[src/rtl/ema_sender.sv]
// EMA smoother with optional decimation feeding the threshold comparator.
// Keeps one pending result while the comparator is busy and counts overruns.
module ema_sender #(
  parameter int                DATA_W   = 16,
  parameter int                FRAC     = 8,
  parameter int                ADDR_W   = 4,
  parameter logic [ADDR_W-1:0] REG_BASE = 4'h4
) (
  input  logic              clk,
  input  logic              rst,
  input  logic              in_valid,
  input  logic [DATA_W-1:0] in_data,
  output logic              ematop_thcomptop_start,
  output logic [DATA_W-1:0] ematop_thcomptop_data,
  input  logic              thcomptop_ematop_finish,
  output logic              ema_overrun,
  input  logic              cfg_we,
  input  logic [ADDR_W-1:0] cfg_addr,
  input  logic [DATA_W-1:0] cfg_data_in,
  output logic [DATA_W-1:0] cfg_data_out,
  output logic [1:0]        dbg_state_o
);

  localparam int ACC_W = DATA_W + FRAC;

  // Comparator handshake: start is a one-cycle request issued only from SEND;
  // finish is honoured only in WAIT and releases the comparator.
  typedef enum logic [1:0] {
    S_IDLE = 2'd0,
    S_SEND = 2'd1,
    S_WAIT = 2'd2
  } state_t;

  state_t state_q, state_d;

  logic              en_q, en_d;
  logic [2:0]        k_q, k_d;
  logic [7:0]        decim_q, decim_d;
  logic [7:0]        ovr_q, ovr_d;
  logic [7:0]        cnt_q, cnt_d;
  logic              seeded_q, seeded_d;
  logic [ACC_W-1:0]  acc_q, acc_d;
  logic              pend_q, pend_d;
  logic [DATA_W-1:0] pend_data_q, pend_data_d;
  logic [DATA_W-1:0] data_q, data_d;

  // Register decode
  logic [ADDR_W:0] off;
  logic            in_range;
  logic [1:0]      reg_sel;
  logic            wr_ctrl, wr_decim, wr_ovr;

  assign off      = {1'b0, cfg_addr} - {1'b0, REG_BASE};
  assign in_range = (cfg_addr >= REG_BASE) && (off < (ADDR_W+1)'(4));
  assign reg_sel  = off[1:0];
  assign wr_ctrl  = cfg_we && in_range && (reg_sel == 2'd0);
  assign wr_decim = cfg_we && in_range && (reg_sel == 2'd1);
  assign wr_ovr   = cfg_we && in_range && (reg_sel == 2'd2);

  logic disable_wr;
  assign disable_wr = wr_ctrl && !cfg_data_in[0];

  // EMA datapath: difference is one bit wider so the arithmetic shift floors
  logic                    accept;
  logic [ACC_W-1:0]        sample_ext;
  logic signed [ACC_W:0]   diff;
  logic signed [ACC_W:0]   step;
  logic [ACC_W-1:0]        acc_upd;
  logic                    req;
  logic [DATA_W-1:0]       req_data;

  assign accept     = in_valid && en_q;
  assign sample_ext = {in_data, {FRAC{1'b0}}};
  assign diff       = {sample_ext[ACC_W-1], sample_ext} - {acc_q[ACC_W-1], acc_q};
  assign step       = diff >>> k_q;
  assign acc_upd    = seeded_q ? (acc_q + step[ACC_W-1:0]) : sample_ext;
  assign req_data   = acc_upd[ACC_W-1:FRAC];

  always_comb begin
    acc_d    = acc_q;
    seeded_d = seeded_q;
    cnt_d    = cnt_q;
    req      = 1'b0;
    if (accept) begin
      acc_d    = acc_upd;
      seeded_d = 1'b1;
      if (cnt_q == decim_q) begin
        cnt_d = 8'd0;
        req   = 1'b1;
      end else begin
        cnt_d = cnt_q + 8'd1;
      end
    end
    if (wr_decim) cnt_d = 8'd0;
    if (disable_wr) begin
      seeded_d = 1'b0;
      cnt_d    = 8'd0;
    end
  end

  // FSM next state
  always_comb begin
    state_d = state_q;
    case (state_q)
      S_IDLE: if (req || pend_q) state_d = S_SEND;
      S_SEND: state_d = S_WAIT;
      S_WAIT: begin
        if (thcomptop_ematop_finish) state_d = (pend_q || req) ? S_SEND : S_IDLE;
      end
      default: state_d = S_IDLE;
    endcase
  end

  // FSM outputs
  always_comb begin
    ematop_thcomptop_start = (state_q == S_SEND);
    ematop_thcomptop_data  = data_q;
    dbg_state_o            = state_q;
  end

  // Pending buffer and send-data capture; a fresh request always beats the
  // buffered value, and dropping a buffered value counts as an overrun.
  logic load_send;
  logic ovr_inc;
  assign load_send = (state_d == S_SEND) && (state_q != S_SEND);

  always_comb begin
    pend_d      = pend_q;
    pend_data_d = pend_data_q;
    data_d      = data_q;
    ovr_inc     = 1'b0;
    if (load_send) begin
      data_d = req ? req_data : pend_data_q;
      if (req && pend_q) ovr_inc = 1'b1;
      pend_d = 1'b0;
    end else if (req) begin
      if (pend_q) ovr_inc = 1'b1;
      pend_d      = 1'b1;
      pend_data_d = req_data;
    end
    if (disable_wr) pend_d = 1'b0;
  end

  always_comb begin
    en_d    = en_q;
    k_d     = k_q;
    decim_d = decim_q;
    ovr_d   = ovr_q;
    if (wr_ctrl) begin
      en_d = cfg_data_in[0];
      k_d  = cfg_data_in[3:1];
    end
    if (wr_decim) decim_d = cfg_data_in[7:0];
    if (ovr_inc && (ovr_q != 8'hFF)) ovr_d = ovr_q + 8'd1;
    if (wr_ovr) ovr_d = 8'd0;
  end

  always_comb begin
    cfg_data_out = '0;
    if (in_range) begin
      case (reg_sel)
        2'd0:    cfg_data_out[3:0] = {k_q, en_q};
        2'd1:    cfg_data_out[7:0] = decim_q;
        2'd2:    cfg_data_out[7:0] = ovr_q;
        default: cfg_data_out      = acc_q[ACC_W-1:FRAC];
      endcase
    end
  end

  assign ema_overrun = (ovr_q != 8'd0);

  logic unused_bits;
  assign unused_bits = ^{cfg_data_in[DATA_W-1:8], step[ACC_W], off[ADDR_W:2]};

  always_ff @(posedge clk) begin
    if (rst) state_q <= S_IDLE;
    else     state_q <= state_d;
  end

  always_ff @(posedge clk) begin
    if (rst) begin
      en_q        <= 1'b0;
      k_q         <= 3'd3;
      decim_q     <= 8'd0;
      ovr_q       <= 8'd0;
      cnt_q       <= 8'd0;
      seeded_q    <= 1'b0;
      acc_q       <= '0;
      pend_q      <= 1'b0;
      pend_data_q <= '0;
      data_q      <= '0;
    end else begin
      en_q        <= en_d;
      k_q         <= k_d;
      decim_q     <= decim_d;
      ovr_q       <= ovr_d;
      cnt_q       <= cnt_d;
      seeded_q    <= seeded_d;
      acc_q       <= acc_d;
      pend_q      <= pend_d;
      pend_data_q <= pend_data_d;
      data_q      <= data_d;
    end
  end

endmodule

[config.mk]
export PLATFORM = sky130hd
export DESIGN_NAME = ema_sender
export DESIGN_NICKNAME = d
export VERILOG_FILES = /design/src/rtl/ema_sender.sv
export SDC_FILE = /design/constraint.sdc
export NUM_CORES = 1
export LEC_CHECK = 0
export CORE_MARGIN = 5
export CORE_UTILIZATION = 58
export CTS_CLUSTER_DIAMETER = 80
export DETAILED_ROUTE_END_ITERATION = 8
export PLACE_DENSITY = 0.88
export SYNTH_ARGS = -nofsm -noshare
export SYNTH_HDL_FRONTEND = slang
export SYNTH_SLANG_ARGS = --single-unit
[constraint.sdc]
create_clock -name clk -period 5.8 [get_ports clk]
set_input_delay 0.58 -clock clk [delete_from_list [all_inputs] [get_ports clk]]
set_output_delay 0.58 -clock clk [all_outputs]
set_load 0.02 [all_outputs]
==> flow_summary_export.csv <==
group,metric,value,unit
synth,synthAdderAreaFrac,0.08881,
synth,synth-simple-area-share,0.2204,
critical_path,end_kind,"register",
clock_tree,clock_latency,350,ps
sta,rsz0062_at_grt,"no",
drt,drt-total-wl,19920,microns
sta,finalSetupViolCount,0,
synth,synth_edf_count,0,
floorplanning,die_w,119.8,microns
critical_path,path_max_fanout,3,
drt,first_pass_iters,6,
synth,synth_compound_area_frac,0.2414,
clock_tree,clock-sinks,88,
sta,worst_pin_slew,1225,ps
synth,yosys.cell_types.count,69,
finish,drive_gt1_frac,0.09082,
job,max-cap-violations,0,
clock_tree,path_clk_slew,70,ps
finish,fill_cells,949,
drt,num_vias,7206,
critical_path,slowest_stage,"or4_4",
drt,wl_met3,1808,microns
sta,fmax,182.0,MHz
synth,synthCells,928,
synth,yosysMostFrequentCell,"nor2_1",
critical_path,startpoint_type,"primary input",
floorplanning,pin_count,77,
drt,ant_nets,0,
run_status,outcome,"finished, final reports clean",
synth,seq_area_frac_synth,0.2521,
power,max-vdd-ir-drop,0.0001829,V
power,p_leak,0.003222,uW
clock_tree,post_cts.repair.setup_buffers,0,
placement,place_congestion,1.038,
drt,drt_iter0_markers,694,
placement,dpl_cell_area,7970,sq um
sta,slew_violations,0,
placement,dp.cells,1133,
sta,holdWs,457.8,ps
sta,min_period_over_period,0.9473,
finish,diodes,0,
floorplanning,coreArea,11910,sq um
drt,top_layer,"met4",
global_route,grtUsageTotal,0.2755,
critical_path,slowest_delay,570,ps
clock_tree,numCtsBuffers,9,
placement,hpwl,14950,microns
global_route,grt_max_degree,62,
finish,fin_area,8302,sq um
drt,vias_per_cell,6.272,
floorplanning,die_h,119.8,microns
synth,syn_avg_cell_area,7.530,sq um
synth,synth_top_family_by_area,"compound AO/OA/AOI/OAI gates",
power,p_per_area,186.6,nW/um^2
clock_tree,cts_buffer_depth,2,
hold_path,holdCritPathClass,"reg2reg",
sta,maxSlewHeadroom,0.1802,
finish,final_cells,1149,
critical_path,worstPathArrival,5770,ps
finish,nets,1087,
sta,layout_setup_ws,305.9,ps
synth,synth_top_area_frac,0.2521,
floorplanning,dieArea,14340,sq um
critical_path,crit_type,"in2reg",
synth,netlist_area,6988,sq um
clock_tree,h-tree-depth,3,
clock_tree,root_buffer,"clkbuf_16",
drt,post_drt_wl_per_cell,17.34,microns
synth,synth_xor_area_frac,0.06876,
placement,pre_cts_slack,-72.16,ps
synth,muxShareOfSynthArea,0.08039,
sta,finalHoldViolCount,0,
synth,async_flop_share,0,
drt,drc,0,
global_route,grt_pass1_vias,6597,
critical_path,cp.required,6080,ps
finish,area_growth,18.80,%
clock_tree,cts_tree,"built",
synth,netlist.top_cell.by_area,"dfxtp_1",
synth,synthesis.nets,1018,
synth,synthFlopType,"dfxtp_1",
sta,fin_skew,8.961,ps
global_route,grt_pass1_wl,32110,microns
global_route,overflow,0,
synth,ys_ff_latch,88,
synth,synth_commonest_cells,"nor2_1, a21oi_1, nand2_1, dfxtp_1, o21ai_0",
sta,finalCriticalPeriod,5494,ps
drt,m1WireLength,9039,microns
floorplanning,initial_core_util,0.5867,
global_route,grt_antenna_before_repair,0,
drt,met2_length,8509,microns
placement,port_buffers,68,
synth,yosys_warnings,0,
critical_path,crit_top_cell,"a21o_1",
floorplanning,rows,40,
synth,synthTopCellsByArea,"dfxtp_1, ha_1, a21oi_1",
==> registers in the layout (all words and copies together) (netlist names) <==
| register | cells |
|---|---|
| dbg_state_o | 2 |
| ematop_thcomptop_data | 16 |
| seeded_q | 1 |
| pend_q | 1 |
| ovr_q | 8 |
| pend_data_q | 16 |
| cnt_q | 8 |
| decim_q | 8 |
| en_q | 1 |
| acc_q | 24 |
| k_q | 3 |
==> final cells by class <==
type	count	area (sq um)	share of cell area
well taps	147	183.9	0.02216
clock inverters	7	77.57	0.009344
repair buffers	108	975.9	0.1176
multi-input cells	751	4931	0.5940
clock buffers	9	225.2	0.02713
inverters	39	146.4	0.01763
flip-flops and latches	88	1762	0.2122
==> what timing repair did <==
item | in CTS | in global routing
hold buffers | 0 | 0
endpoints found under the setup margin | 0 | 18
resized for setup | 0 | 8
==> path summary, 6_finish.rpt <==
| check | start | end | slack, ps | cells after the start |
|---|---|---|---|---|
| worst max-delay path | in_data[1] | ematop_thcomptop_data[15] | 310 | 25 |
| worst max register to register | acc_q[1] | ematop_thcomptop_data[15] | 450 | 25 |
| worst min register to register | ematop_thcomptop_data[2] | ematop_thcomptop_data[2] | 460 | 2 |
| worst min-delay path | ematop_thcomptop_data[2] | ematop_thcomptop_data[2] | 460 | 2 |
==> worst max-delay path, delay by kind of cell <==
| kind | cells | cell delay (ps) |
|---|---|---|
| fa+ha+maj | 2 | 730 |
| xor+xnor | 2 | 310 |
| mux | 2 | 290 |
| compound gates | 12 | 2100 |
| buf+inv | 3 | 790 |
| simple gates | 4 | 960 |
==> cell families after synthesis <==
family,after synthesis
simple gates,329
compound gates,269
buf+inv,89
flops,88
xor+xnor,54
mux,50
fa+ha+maj,49
==> placed cells by master (no fill, tap or decap), drive strengths merged, types with 6 or more instances in the layout <==
cell type	n
nor2	119
a21oi	97
nand2	91
dfxtp	88
clkdlybuf4s50	67
o21ai	53
ha	48
buf	41
inv	40
mux2i	37
a211oi	32
xnor2	28
xor2	26
nor3	21
nand3	17
a31oi	14
a21o	11
or3	10
o211ai	10
nand4	10
nor2b	9
nand2b	9
and2	9
clkbuf	9
mux2	9
and3	7
or2	6
nand3b	6
==> power by group <==
group	internal, uW	switching (uW)	total [uW]
registers	607	5.00	612
logic	153	199	352
clock network	304	281	585
total	1060	485	1550
==> stage by stage <==
stage | power [uW] | utilization | TNS [ps]
after CTS | 1545 | 0.6945 | 0
after floorplan | 853.6 | - | 0
after global routing | 1610 | 0.6970 | 0
after global placement | 957.5 | 0.6691 | 0
after detailed placement | 963.3 | 0.6691 | -72.61
final | 1549 | 0.6970 | 0
==> metal layers <==
layer,vias to the layer above,global-route usage
li1,3463,-
met1,3363,0.3925
met2,331,0.4156
met3,49,0.04760
met4,0,0.1045
met5,-,0
Power figures use the tool's default switching activity.
